**src/rtl/debug_controller.sv**
```systemverilog
// Debug command sequencer between the UART and the MIPS core under debug.
// Gates the core clock enable and streams a frozen debug-bus snapshot to TX, LSB byte first.
module debug_controller #(
  parameter int unsigned D_BIT   = 7,
  parameter int unsigned DBG_W   = 322,
  parameter int unsigned N_BYTES = 41
) (
  input  logic             clk,
  input  logic             rst_n,
  input  logic [D_BIT:0]   rx_dato_out,
  input  logic             rx_done,
  input  logic             tx_done,
  input  logic [DBG_W-1:0] debug_signal,
  input  logic             cpu_halt,
  output logic [D_BIT:0]   tx_dato_in,
  output logic             tx_start,
  output logic             cpu_en,
  output logic             busy
);

  localparam int unsigned BYTE_W = D_BIT + 1;
  localparam int unsigned SNAP_W = N_BYTES * BYTE_W;
  localparam int unsigned CNT_W  = 6;

  localparam logic [D_BIT:0] CMD_PING = BYTE_W'(8'h61);  // "a"
  localparam logic [D_BIT:0] CMD_DUMP = BYTE_W'(8'h64);  // "d"
  localparam logic [D_BIT:0] CMD_STEP = BYTE_W'(8'h73);  // "s"
  localparam logic [D_BIT:0] CMD_RUN  = BYTE_W'(8'h63);  // "c"
  localparam logic [D_BIT:0] CMD_HALT = BYTE_W'(8'h68);  // "h"
  localparam logic [D_BIT:0] RSP_PING = BYTE_W'(8'h70);  // "p"

  typedef enum logic [2:0] {
    IDLE,
    RUN,
    STEP,
    SNAP,
    SEND,
    WAIT_TX
  } state_t;

  state_t             state, state_nxt;
  logic               ping, ping_nxt;
  logic [CNT_W-1:0]   byte_cnt, byte_cnt_nxt;
  logic [SNAP_W-1:0]  snapshot, snapshot_nxt;
  logic               cpu_en_nxt;
  logic               tx_start_nxt;
  logic [D_BIT:0]     tx_dato_nxt;
  logic               busy_nxt;

  // State and registered outputs
  always_ff @(posedge clk or negedge rst_n) begin
    if (!rst_n) begin
      state      <= IDLE;
      ping       <= 1'b0;
      byte_cnt   <= '0;
      snapshot   <= '0;
      cpu_en     <= 1'b0;
      tx_start   <= 1'b0;
      tx_dato_in <= '0;
      busy       <= 1'b0;
    end else begin
      state      <= state_nxt;
      ping       <= ping_nxt;
      byte_cnt   <= byte_cnt_nxt;
      snapshot   <= snapshot_nxt;
      cpu_en     <= cpu_en_nxt;
      tx_start   <= tx_start_nxt;
      tx_dato_in <= tx_dato_nxt;
      busy       <= busy_nxt;
    end
  end

  // Next-state and next-output decode
  always_comb begin
    state_nxt    = state;
    ping_nxt     = ping;
    byte_cnt_nxt = byte_cnt;
    snapshot_nxt = snapshot;
    cpu_en_nxt   = 1'b0;
    tx_start_nxt = 1'b0;
    tx_dato_nxt  = tx_dato_in;

    unique case (state)
      IDLE: begin
        if (rx_done) begin
          if (rx_dato_out == CMD_PING) begin
            tx_dato_nxt  = RSP_PING;
            tx_start_nxt = 1'b1;
            ping_nxt     = 1'b1;
            state_nxt    = WAIT_TX;
          end else if (rx_dato_out == CMD_DUMP) begin
            state_nxt = SNAP;
          end else if (rx_dato_out == CMD_STEP) begin
            // a halted core still gets the dump, just no enable pulse
            cpu_en_nxt = !cpu_halt;
            state_nxt  = STEP;
          end else if (rx_dato_out == CMD_RUN) begin
            if (cpu_halt) begin
              state_nxt = SNAP;
            end else begin
              cpu_en_nxt = 1'b1;
              state_nxt  = RUN;
            end
          end
        end
      end

      RUN: begin
        if (cpu_halt || (rx_done && (rx_dato_out == CMD_HALT))) begin
          state_nxt = SNAP;
        end else begin
          cpu_en_nxt = 1'b1;
        end
      end

      STEP: begin
        state_nxt = SNAP;
      end

      // Byte 0 launches on the capture edge itself so the first tx_start
      // follows SNAP directly; SEND handles every later byte.
      SNAP: begin
        snapshot_nxt = SNAP_W'(debug_signal);
        byte_cnt_nxt = '0;
        tx_dato_nxt  = snapshot_nxt[BYTE_W-1:0];
        tx_start_nxt = 1'b1;
        state_nxt    = WAIT_TX;
      end

      SEND: begin
        tx_dato_nxt  = snapshot[byte_cnt * BYTE_W +: BYTE_W];
        tx_start_nxt = 1'b1;
        state_nxt    = WAIT_TX;
      end

      WAIT_TX: begin
        if (tx_done) begin
          if (ping) begin
            ping_nxt  = 1'b0;
            state_nxt = IDLE;
          end else if (byte_cnt == CNT_W'(N_BYTES - 1)) begin
            byte_cnt_nxt = '0;
            state_nxt    = IDLE;
          end else begin
            byte_cnt_nxt = byte_cnt + CNT_W'(1);
            state_nxt    = SEND;
          end
        end
      end

      default: begin
        state_nxt = IDLE;
      end
    endcase

    busy_nxt = (state_nxt != IDLE) && (state_nxt != RUN);
  end

endmodule

```
**config.mk**
```make
export PLATFORM = sky130hd
export DESIGN_NAME = debug_controller
export DESIGN_NICKNAME = d
export VERILOG_FILES = /design/src/rtl/debug_controller.sv
export SDC_FILE = /design/constraint.sdc
export NUM_CORES = 1
export LEC_CHECK = 0
export CAP_MARGIN = 20
export CORE_ASPECT_RATIO = 0.8
export CORE_MARGIN = 3
export CORE_UTILIZATION = 51
export CTS_CLUSTER_SIZE = 24
export DETAILED_ROUTE_END_ITERATION = 6
export PLACE_DENSITY = 0.79
export SETUP_SLACK_MARGIN = 0.15
export SLEW_MARGIN = 0
export SYNTH_ARGS = -nofsm -noshare
export SYNTH_HDL_FRONTEND = slang
export SYNTH_SLANG_ARGS = --single-unit
```
**constraint.sdc**
```tcl
create_clock -name clk -period 2.56 [get_ports clk]
set_input_delay 0.512 -clock clk [delete_from_list [all_inputs] [get_ports clk]]
set_output_delay 0.512 -clock clk [all_outputs]
set_load 0.05 [all_outputs]
```
==> impl_results.md <==
* CP peak stage delay at 0.84 ns
* Clock power frac at 0.218
* Layout cell share with drive strength beyond 1 at 0.102
* GP Congestion at 0.888
* Mapped Cells at 1,695
* Initial core utilization at 0.527
* Maximum fanout along the worst path at 2
* Largest net degree at the start of global routing at 182
* Row count at 56
* Terminus of the critical flop-to-flop path: busy
* Distinct cells, synth at 54
* Register bit total from synthesis at 343
* RR Startpoint: state[1]
* Netlist Area Pre-Place at 0.0157 sq mm
* Setup tns final at 0 ns
* Levels on crit path at 1
* FF+latch area at 0.00859 sq mm
* H-tree depth at 2
* Met2 Usage GRT at 0.470
* CTS root buf: clkbuf_16
* DRT Wirelength at 49.0 mm
* Placed cell area at 0.0198 sq mm
* Post-synthesis sequential area ratio at 0.545
* Post-DRT Antenna Nets at 0
* Vias in the first global route at 13,959
* Layout area overhead at 33.9%
* Setup violations, final at 0
* Number of enable flip-flop cells after synthesis at 0
* CP endpoint: tx_dato_in[0]
* Yosys top cell by area: dfrtp_1
* Period utilization at 0.901
* Hpwl dp at 35.2 mm
* Worst-margin pin slew at 0.800 ns
* Vias per cell at 5.51
* PortBufs at 345
* Pre-Repair DR Iteration Count at 5
* Final critical-path required period at 2.31 ns
* Clock transition at path regs at 0.06 ns
* Maximum root-to-sink buffer count at 3
* DRC marker count from the first detailed-route iteration at 1,314
* Crit path max-delay family: buffers and inverters
* Outcome: finished clean
* Met3 Use GR at 0.0711
* Yosys warns at 0
* CP startpoint kind: register
* Async S/R FF share, synth at 1.00
* Synth top area cells: dfrtp_1 55%, nand2_1 24%, mux4_2 11%, buf_2 1.3%, clkbuf_1 1.3%
* Total power at 24.6 mW
* Sw Share at 0.365
* Detailed-route via count at 13,592
* Crit path DAT at 1.79 ns
* Clock latency on the worst-skew pair at 0.54 ns
* CTS Sinks at 343
* CP Capture Type: output pin
* Worst Path Required at 2.05 ns
* First-pass GRT wire length at 76.8 mm
* Maximum vdd drop at 0.000590 V
* Count leader, synth: nand2_1
* Busiest layer in global routing: met2
* Area of the multi-input gates at 0.00664 sq mm
* Drt wl/cell at 19.9 um
* Internal reg-to-reg setup slack at 0.28 ns
* CORE AREA at 0.0298 sq mm
* Most used flip-flop cell after synthesis: dfrtp_1
* Synth Net Count at 2,032
* Nets@finish at 2,372
* Final Slew Violations at 0
* TritonCTS clock tree: built
* I/O pin count at 346
* Cell area after layout at 0.0211 sq mm
* Die height at 163 um
* Logic pwr share at 0.379
* Pwr dens at 1170 mW/mm^2
* Leakage at 10.0 nW
* Clock Skew at 0.0245 ns
* Int Power at 15.6 mW
* Post-synth top cells: 994 x nand2_1, 343 x dfrtp_1, 77 x mux4_2
* Antenna violations before repair at 1
* Overflow after GRT at 0
* Total GRT Usage at 0.297
* Residual DRC at 0
* CP bufs+invs at 1
* Slowest cell on crit path: clkdlybuf4s50_1
* Worst min path class: register to register
* Critical path class: register to output pin
* Crit path launch: tx_dato_in[0]
* Avg Inst Size Synth at 9.28 sq um
* Rel. slew slack at 0.453
* R2r worst-path depth at 6
* Grt met1 use at 0.413
* Fmax at 434 MHz
* Die width at 202 um
* NetSw at 8.98 mW
* Worst-path cell chain: clkdlybuf4s50_1
* Share of the synthesized area in the top cell type at 0.545
* Max capacitance violation total at 0
* Sequential power share at 0.403
* CTS Buf Count at 36
* Unrepaired setup endpoints after global routing: no
* Layout fillers at 2,247
* Final hold vios at 0
* Full die area at 0.0330 sq mm
==> cells by family after synthesis <==
kind of cell	Yosys count	synth area share
AOI/OAI and AO/OA	85	0.0397
DFF	343	0.545
and+or+nand+nor	1065	0.264
adders and majority gates	2	0.00159
buffers and inverters	114	0.0332
muxes	86	0.116
==> worst min-delay path: stages (launching register included) <==
cell and delay [ns]:
dfrtp_1 0.34, nand2_1 0.05, nand2_1 0.05
==> timing repair <==
item,4_1_cts,5_1_grt
hold buffers,1,0
gates resized for setup,0,0
endpoints found under the hold margin,50,0
setup endpoints to repair,0,4
buffers inserted,0,6
==> metrics by stage <==
stage | utilization | hold slack, ns | setup WS [ns] | std cells
floorplan | - | 0.216 | 0.284 | 1695
global placement | 0.664 | 0.452 | 0.136 | 2396
detailed placement | 0.664 | 0.457 | 0.0761 | 2396
CTS | 0.704 | 0.471 | 0.221 | 2460
global route | 0.706 | 0.483 | 0.176 | 2467
finish | 0.706 | 0.469 | 0.254 | 2467
==> power by group through the flow <==
stage          sequential (mW)  combinational (mW)  clock [mW]
6_report                  9.91                9.31        5.36
5_1_grt                   10.1                10.3        5.65
4_1_cts                   9.88                9.29        5.44
3_5_place_dp              9.92                9.15           0
3_3_place_gp              9.83                8.85           0
2_1_floorplan             9.38                6.24           0
==> metal layers <==
layer / part of all wire / wire length (um)
met1: 0.41 / 20000
met2: 0.47 / 23000
met3: 0.091 / 4480
met4: 0.031 / 1520
met5: 0 / 0
==> worst min-delay path by stage <==
stage,cells past startpoint,from,end
global route,2,snapshot[243],snapshot[243]
floorplan,0,rst_n,busy
detailed placement,2,snapshot[278],snapshot[278]
CTS,2,snapshot[278],snapshot[278]
global placement,2,snapshot[251],snapshot[251]
finish,2,snapshot[74],snapshot[74]
==> layout by cell type, fill, tap and decap left out, types with 7 or more instances in the layout <==
cell type	netlist	layout
nand3_1	8	8
a221oi_1	7	7
nor2_1	17	17
clkdlybuf4s50_1	0	344
mux4_2	77	77
o22ai_1	13	13
nand2_1	994	993
clkbuf_16	0	37
buf_12	0	13
buf_4	5	49
inv_1	8	8
dfrtp_1	343	340
clkbuf_1	54	9
nor2b_1	11	11
a22oi_1	12	12
o21ai_0	10	10
==> sequential cells by signal, summed over array words and instances, names as in the netlist <==
| signal | flops |
|---|---|
| busy | 1 |
| byte_cnt | 6 |
| cpu_en | 1 |
| ping | 1 |
| snapshot | 322 |
| state | 3 |
| tx_dato_in | 8 |
| tx_start | 1 |
==> cell type report <==
cell class                 count  share of cell area
tap                          406              0.0241
inverter                       8             0.00143
clock buffer                  50              0.0482
antenna                        1            0.000119
timing repair buffer         408               0.194
sequential                   343               0.408
clock inverter                13             0.00849
multi-input combinational   1238               0.315
Note: power is estimated with default switching activity, not from simulation.
==> RTL edit (config.mk and constraints unchanged) <==
Make the reset (`rst_n`) synchronous in one clocked block.
--- a/src/rtl/debug_controller.sv
+++ b/src/rtl/debug_controller.sv
@@ -48,7 +48,7 @@
   logic               busy_nxt;
 
   // State and registered outputs
-  always_ff @(posedge clk or negedge rst_n) begin
+  always_ff @(posedge clk) begin
     if (!rst_n) begin
       state      <= IDLE;
       ping       <= 1'b0;
Formal check against the unedited RTL: differs if rst_n is asserted again (counterexample within 4 cycles, from zero or initial values and one cycle with rst_n low); with rst_n held inactive, the same outputs for 4 cycles.
==> RTL edit against the unedited design <==
  * The run now ends with DRC left
  * Via count shrank 0.29%
  * Cell area shrank 3.0%
  * Clock skew shrank 0.011 ns
  * Die area shrank 2.3%
  * Routed wire length shrank 4.3%
  * Worst hold slack lost 0.099 ns
  * Sequential cell count is the same
  * Worst setup slack gained 0.034 ns
  * Area after synthesis shrank 2.4%
  * Final cell count shrank 0.41%
  * Highest routed layer is now met5
Power is not compared: it rests on default switching activity, and its combinational part moved more than twofold at a synthesized area within 25%.
==> RTL edit: results (changes against the unedited design) <==
Finish
  – Final net count: 2365 (-0.30%)
  – Signal buf overhead: 0.1970 (+0.002475)
  – Fillcell total: 2331 (+3.7%)
  – Non-clk invs: 7 (-1)
  – Storage cell area: 6873 sq um (-20%)
  – Fin util: 0.6926 (-0.01308)
  – Number of non-clock buffers: 396 (-2.9%)
  – Post-Layout Cell Count: 2457 (-0.41%)
  – Share of layout cells above drive strength 1: 0.08829 (-0.01365)
  – Multi-input logic area: 7850 sq um (+18%)

Run status
  – Status: finished with violations
  – Failing checks: DRC

Placement
  – DP Worst Slack: 0.1294 ns (+0.05327 ns)
  – Placement Cell Area: 19190 sq um (-3.1%)

Routing
  – Metal2 WL: 21230 microns (-7.8%)
  – Routed wire length: 46890 microns (-4.3%)
  – DR top layer: met5
  – Drt first-iter violations: 995 (-24%)
  – # DRC: 2 (+2)
  – M1 WL: 20290 microns (+1.6%)
  – Met3 wirelength from detailed routing: 3995 microns (-11%)

Hold path
  – Hold Path Class: in2reg

Logic synthesis
  – Post-synth top cells: nand2_1 (656), dfxtp_1 (343), a21boi_0 (323)
  – Post-Syn Nets: 2075 (+2.1%)
  – Synth Flop Type: dfxtp_1
  – Synth top area cells: dfxtp_1 (45%), nand2_1 (16%), a21boi_0 (16%)
  – Syn Area/Cell: 8.838 sq um (-4.8%)
  – Seq/Total Area, Yosys: 0.4470 (-0.09847)

Global route
  – Largest net degree at the start of global routing: 146 (-20%)
  – First-pass GRT wire length: 72040 microns (-6.3%)
  – Initial antenna violation count: 6 (+5)
  – Vias in the first global route: 13200 (-5.5%)
  – GRT Overall Usage: 0.2829 (-0.01412)

STA
  – Worst Skew: 0.01359 ns (-0.01090 ns)

Worst setup path
  – Worst setup path start: tx_dato_in[0]$_SDFFE_PN0P_
  – Reg2Reg Setup Slack: 0.35 ns (+0.07 ns)
  – Worst r2r dst: tx_dato_in[4]$_SDFFE_PN0P_
  – Register-to-Register Path Depth: 8 (+2)
  – CP peak stage delay: 0.91 ns (+0.07 ns)

Clocking
  – Clock Latency Late Sink: 0.51 ns (-0.03 ns)
==> RTL edit: kinds of logic after synthesis <==
group,after synthesis,share of synthesized area
compound gates,419,0.2024
xor+xnor,6,0.003421
fa+ha+maj,2,0.001629
buf+inv,150,0.04236
flops,343,0.4470
mux,102,0.1194
simple gates,716,0.1838
==> RTL edit: per-layer routing <==
metal | GRT usage | up-vias
li1 | - | 6482
met1 | 0.4008 | 6446
met2 | 0.4451 | 533
met3 | 0.05172 | 82
met4 | 0.08212 | 10
met5 | 0 | -
==> RTL edit: power groups by stage <==
stage               sequential (mW)  combinational [mW]  clock [mW]
detailed placement             5.46               0.707           0
floorplan                      5.46               0.135           0
finish                         5.34               0.715        5.16
global placement               5.46               0.703           0
global route                   5.34               0.753        5.45
CTS                            5.34               0.714        5.23
==> RTL edit: timing repair <==
item                                    CTS  global route
setup buffers                             0             7
resized for setup                         1             2
endpoints found under the setup margin    1             5
pin swaps                                 0             1
